$ cat src/rtl/csa_sbox_pkg.sv
// rtl/csa_sbox_pkg.sv - shared defaults and lane slice helpers for the s-box LUT engine
package csa_sbox_pkg;

  localparam int SBOX_NUM   = 7;
  localparam int SBOX_IN_W  = 5;
  localparam int SBOX_OUT_W = 2;
  localparam int SBOX_DEPTH = 2 ** SBOX_IN_W;

  // Lane i lookup address from a packed request word (default geometry).
  function automatic logic [SBOX_IN_W-1:0] lane_addr(
    input logic [SBOX_NUM*SBOX_IN_W-1:0] d,
    input int                            i
  );
    return d[i*SBOX_IN_W +: SBOX_IN_W];
  endfunction

  // Lane i result from a packed result word (default geometry).
  function automatic logic [SBOX_OUT_W-1:0] lane_res(
    input logic [SBOX_NUM*SBOX_OUT_W-1:0] d,
    input int                             i
  );
    return d[i*SBOX_OUT_W +: SBOX_OUT_W];
  endfunction

endpackage

$ cat src/rtl/csa_sbox_lut.sv
// rtl/csa_sbox_lut.sv - one loadable lookup table with loaded bitmap and ready flag
module csa_sbox_lut #(
  parameter int IN_W  = 5,
  parameter int OUT_W = 2
) (
  input  logic             clk,
  input  logic             rst_n,
  input  logic             we,
  input  logic             clear,
  input  logic [IN_W-1:0]  wr_addr,
  input  logic [OUT_W-1:0] wr_data,
  input  logic [IN_W-1:0]  rd_addr,
  output logic [OUT_W-1:0] rd_data,
  output logic             ready
);

  localparam int DEPTH = 2 ** IN_W;

  logic [OUT_W-1:0] mem [DEPTH];
  logic [DEPTH-1:0] loaded;
  logic [DEPTH-1:0] loaded_nxt;
  logic [DEPTH-1:0] wr_bit;

  // Clear drops every loaded bit first; a same-cycle write then marks its own entry.
  always_comb begin
    wr_bit = '0;
    if (we) wr_bit[wr_addr] = 1'b1;
    loaded_nxt = (clear ? '0 : loaded) | wr_bit;
  end

  // Table storage has no reset so contents survive a pipeline reset.
  always_ff @(posedge clk) begin
    if (we) mem[wr_addr] <= wr_data;
  end

  // Bitmap and ready flag; ready is visible the cycle after the completing write.
  always_ff @(posedge clk) begin
    if (!rst_n) begin
      loaded <= '0;
      ready  <= 1'b0;
    end else begin
      loaded <= loaded_nxt;
      ready  <= &loaded_nxt;
    end
  end

  // Asynchronous read: a same-cycle write is seen only from the next cycle.
  assign rd_data = mem[rd_addr];

endmodule

$ cat src/rtl/csa_sbox_lut_engine.sv
// rtl/csa_sbox_lut_engine.sv - bank of loadable s-box tables behind a 2-stage valid/ready pipeline
module csa_sbox_lut_engine
  import csa_sbox_pkg::*;
#(
  parameter int NUM_SBOX = SBOX_NUM,
  parameter int IN_W     = SBOX_IN_W,
  parameter int OUT_W    = SBOX_OUT_W,
  localparam int SEL_W   = (NUM_SBOX > 1) ? $clog2(NUM_SBOX) : 1
) (
  input  logic                      clk,
  input  logic                      rst_n,
  input  logic                      cfg_we,
  input  logic [SEL_W-1:0]          cfg_sel,
  input  logic [IN_W-1:0]           cfg_addr,
  input  logic [OUT_W-1:0]          cfg_data,
  input  logic                      cfg_clear,
  output logic [NUM_SBOX-1:0]       tbl_ready,
  input  logic                      in_valid,
  output logic                      in_ready,
  input  logic [NUM_SBOX*IN_W-1:0]  in_data,
  output logic                      out_valid,
  input  logic                      out_ready,
  output logic [NUM_SBOX*OUT_W-1:0] out_data,
  output logic [NUM_SBOX-1:0]       out_err
);

  logic                      s1_valid;
  logic [NUM_SBOX*IN_W-1:0]  s1_addr;
  logic                      s2_valid;
  logic [NUM_SBOX*OUT_W-1:0] s2_data;
  logic [NUM_SBOX-1:0]       s2_err;
  logic [NUM_SBOX*OUT_W-1:0] rd_bus;
  logic                      s2_load;

  for (genvar i = 0; i < NUM_SBOX; i++) begin : g_lane
    logic lane_we;
    // Out-of-range selects match no lane and are silently dropped.
    assign lane_we = cfg_we && (cfg_sel == SEL_W'(i));

    csa_sbox_lut #(
      .IN_W  (IN_W),
      .OUT_W (OUT_W)
    ) u_lut (
      .clk     (clk),
      .rst_n   (rst_n),
      .we      (lane_we),
      .clear   (cfg_clear),
      .wr_addr (cfg_addr),
      .wr_data (cfg_data),
      .rd_addr (s1_addr[i*IN_W +: IN_W]),
      .rd_data (rd_bus[i*OUT_W +: OUT_W]),
      .ready   (tbl_ready[i])
    );
  end

  assign s2_load  = ~s2_valid | out_ready;
  assign in_ready = ~s1_valid | ~s2_valid | out_ready;

  // S1 captures addresses, S2 captures table reads plus the readiness snapshot as error flags.
  always_ff @(posedge clk) begin
    if (!rst_n) begin
      s1_valid <= 1'b0;
      s1_addr  <= '0;
      s2_valid <= 1'b0;
      s2_data  <= '0;
      s2_err   <= '0;
    end else begin
      if (s2_load) begin
        s2_valid <= s1_valid;
        if (s1_valid) begin
          s2_data <= rd_bus;
          s2_err  <= ~tbl_ready;
        end
      end
      if (in_ready) begin
        s1_valid <= in_valid;
        if (in_valid) s1_addr <= in_data;
      end
    end
  end

  assign out_valid = s2_valid;
  assign out_data  = s2_data;
  assign out_err   = s2_err;

endmodule

$ cat config.mk
export PLATFORM = sky130hd
export DESIGN_NAME = csa_sbox_lut_engine
export DESIGN_NICKNAME = d
export VERILOG_FILES = /design/src/rtl/csa_sbox_pkg.sv /design/src/rtl/csa_sbox_lut.sv /design/src/rtl/csa_sbox_lut_engine.sv
export SDC_FILE = /design/constraint.sdc
export NUM_CORES = 1
export LEC_CHECK = 0
export ABC_AREA = 1
export CORE_ASPECT_RATIO = 1.2
export CORE_UTILIZATION = 64
export CTS_BUF_LIST = sky130_fd_sc_hd__clkbuf_4 sky130_fd_sc_hd__clkbuf_8
export DETAILED_ROUTE_END_ITERATION = 8
export PLACE_DENSITY = 0.8
export SLEW_MARGIN = 20
export SYNTH_ARGS = -nofsm -noshare
export SYNTH_HDL_FRONTEND = slang
export SYNTH_HIERARCHICAL = 1
export SYNTH_SLANG_ARGS = --single-unit
$ cat constraint.sdc
create_clock -name clk -period 2.6 [get_ports clk]
set_clock_uncertainty 0.2 [all_clocks]
set_input_delay 0.26 -clock clk [delete_from_list [all_inputs] [get_ports clk]]
set_output_delay 0.26 -clock clk [all_outputs]
set_load 0.02 [all_outputs]
==> summary.md <==
| Metric | Value |
|---|---|
| Slew HR | `between 50% and 60%` |
| Die area | `between 0.04 and 0.05 mm2` |
| Global route overflow | `0` |
| Final Hold Vio Count | `0` |
| CP delay by family, top | `buffers and inverters` |
| EDFF count, synth | `around 450` |
| Die H | `244 um` |
| Area of the multi-input gates | `around 0.0099 mm2` |
| CTS sink count | `roughly 740` |
| R2R Path Start | `out_valid$_SDFFE_PN0P_` |
| Routed met2 length | `around 40000 um` |
| DP Cell Count | `roughly 4500` |
| Met1 wire length | `29700 um` |
| Async set-reset flop share out of synthesis | `0%` |
| Crit Path Category | `flop to flop` |
| Synth cell count leaders | `nor2_1 (902), nand2_1 (685), edfxtp_1 (448)` |
| TritonRoute pass-1 iters | `6` |
| H-Tree Depth | `3` |
| Dpl hpwl | `around 53000 um` |
| CTS Buffer Depth | `3` |
| Vias | `between 20000 and 30000` |
| F_max | `0.402 GHz` |
| Critical path required time | `between 3 and 4 ns` |
| VDD IR-drop max | `between 500 and 600 uV` |
| Slew Limit Fails | `0` |
| Area occupied by registers | `about 0.019 mm2` |
| HP Class | `input port to flop` |
| Routability cong. | `~0.91` |
| Nets | `slightly above 4000` |
| Primary FF master, synth | `edfxtp_1` |
| Cells after Synth | `3532` |
| Pwr Total | `~0.024 W` |
| Clock latency on the worst-skew pair | `about 0.70 ns` |
| Via density per instance | `5.57` |
| Hold Crit Start | `in_data[12]` |
| Post-layout util | `78.4%` |
| Initial antenna violation count | `2` |
| Worst hold slack | `~0.036 ns` |
| Clock slew seen by the registers of the worst setup and hold paths | `about 0.070 ns` |
| TritonCTS clock tree | `built` |
| Width of the die | `203 um` |
| WL/cell | `about 17 um` |
| Synthesized area | `~0.031 mm2` |
| Setup crit start kind | `flop` |
| Synth warn | `6` |
| Number of global-route vias before repair | `25914` |
| Post-Layout Cell Count | `between 4000 and 5000` |
| Initial DRC Count | `~2600` |
| Final period utilization | `between 90% and 100%` |
| Yosys top cell by area | `edfxtp_1` |
| Cell seen most often among critical-path stages | `dlygate4sd3_1` |
| # setup viols final | `0` |
| Inserted Clock Buffers | `between 100 and 150` |
| Clock Tree Root | `clkbuf_8` |
| IO Count | `81` |
| P&R area growth vs syn | `21.0%` |
| Largest cells by area after synthesis | `edfxtp_1 (43%), dfxtp_1 (19%), nor2_1 (11%)` |
| Critical Path AT | `just under 3 ns` |
| LEAKAGE | `about 14 nW` |
| Sequential area share after synthesis | `between 60% and 70%` |
| Worst setup startpoint | `out_valid$_SDFFE_PN0P_` |
| First-pass GRT wire length | `127000 um` |
| # rows | `a little under 90` |
| Worst-Margin Slew | `between 0.6 and 0.7 ns` |
| WL final | `81000 um` |
| Area fraction of the dominant cell type after synthesis | `a little over two fifths` |
| Worst Path Buf+Inv | `3` |
| Drt drc | `0` |
| Number of max-cap violations | `0` |
| Met3 wire length | `just over 7000 um` |
| Max layer used | `met4` |
| Largest net degree at the start of global routing | `72` |
| Initial core utilization | `approximately two thirds` |
| Critical path's slowest cell | `dlygate4sd3_1` |
| # fillers | `3049` |
| Synthesized flop and latch total | `~740` |
| Remaining antenna violation count after routing | `0` |
| Critical-path cell list | `nand3_4 -> buf_12 -> nand3_1 -> nand2_1 -> dlygate4sd3_1 -> nor2_1 -> dlygate4sd3_1` |
| CP Capture Type | `flop` |
| Share of cells above drive strength 1 | `16.3%` |
| Outcome | `finished clean` |
| Mapped Avg Cell Area | `about 8.8 um2` |
| Fin crit period | `~2.5 ns` |
| Setup bufs post-CTS | `0` |
| Most common cell in the netlist | `nor2_1` |
| Total GRT Usage | `roughly 32%` |
| Number of port buffers | `80` |
| Crit-path max FO | `18` |
| Delay of the slowest critical-path stage | `0.58 ns` |
| Power Density | `about 640 mW/mm2` |
| RSZ-0062 raised after global routing | `false` |
| Core box area | `slightly below 0.05 mm2` |
| Syn_nets | `approximately 3600` |
| Distinct cells, synth | `22` |
logic make-up after synthesis:
kind of cell           Yosys count  share of synthesized area (%)
AO/OA/AOI/OAI                  220                           3.66
buffers and inverters          489                           6.45
flip-flops                     737                           61.8
AND/OR/NAND/NOR               2086                           28.0
power breakdown:
| part | total, W | internal, W | switching (W) | leakage, nW |
|---|---|---|---|---|
| Combinational | 0.00187 | 0.000621 | 0.00125 | 6.81 |
| Sequential | 0.0125 | 0.0125 | 0.0000804 | 6.37 |
| Clock | 0.00983 | 0.00538 | 0.00445 | 1.23 |
| Total | 0.0242 | 0.0185 | 0.00578 | 14.4 |
placed cells by master (no fill, tap or decap), types with 7 or more instances in the layout:
master / synthesis / layout
nor3_1: 22 / 22
o31ai_1: 14 / 14
nand3_1: 392 / 392
nand3_2: 29 / 28
nand2_1: 685 / 685
nor2_4: 7 / 7
o21ai_1: 7 / 7
buf_12: 0 / 16
edfxtp_1: 448 / 448
clkbuf_4: 0 / 33
clkdlybuf4s50_1: 0 / 72
nand3b_1: 14 / 14
dlygate4sd3_1: 0 / 20
nor2_1: 902 / 902
inv_1: 328 / 328
a21oi_1: 114 / 114
clkbuf_8: 0 / 125
clkinv_2: 0 / 20
dfxtp_1: 289 / 287
clkinv_1: 7 / 23
nor2_2: 35 / 35
o21ai_0: 84 / 84
buf_4: 0 / 373
metrics by stage:
stage               area [um2]  setup TNS, ns  setup WS (ns)
floorplan                31100              0          0.632
global placement         35000        -0.0328        -0.0204
detailed placement       35000         -0.202        -0.0937
CTS                      37600              0          0.141
global route             37600              0        0.00126
finish                   37600              0          0.112
worst register-to-register path, stage by stage (launching register included):
cell and delay, ns:
dfxtp_2 0.38, nand3_4 0.17, buf_12 0.22, nand3_1 0.11
nand2_1 0.06, dlygate4sd3_1 0.58, nor2_1 0.12, dlygate4sd3_1 0.58
final timing paths:
check | slack, ns | to | depth (start not counted)
worst min-delay path | 0.04 | s1_addr[12]$_SDFFE_PN0P_ | 5
worst min register to register | 0.28 | out_err[4]$_SDFFE_PN0P_ | 2
worst max register to register | 0.11 | s1_addr[31]$_SDFFE_PN0P_ | 7
worst max-delay path | 0.11 | s1_addr[31]$_SDFFE_PN0P_ | 7
final cells by class:
cell class                      instances  share of cell area, %
Antenna cell                            2                 0.0133
Clock buffer                          158                   5.23
Clock inverter                         48                  0.971
Inverter                              336                   3.35
Multi-Input combinational cell       2306                   26.2
Sequential cell                       737                   51.1
Tap cell                              630                   2.09
Timing Repair Buffer                  490                   11.0
flip-flops by register name (all words and copies together), names as in the netlist:
signal / cells
g_lane.u_lut/loaded: 224
g_lane.u_lut/mem: 448
g_lane.u_lut/ready: 7
out_data: 14
out_err: 7
out_valid: 1
s1_addr: 35
s1_valid: 1
what timing repair did:
item,4_1_cts,5_1_grt
gates resized for setup,0,3
hold buffers,20,0
setup endpoints to repair,0,1
hold endpoints to repair,182,0
layer usage:
layer / track usage (%) / vias up
met1: 38.6 / 12231
met5: 0 / -
met4: 17.1 / 0
li1: - / 12308
met2: 56.1 / 1390
met3: 5.68 / 293
No activity file was read; power rests on OpenSTA's default activity.
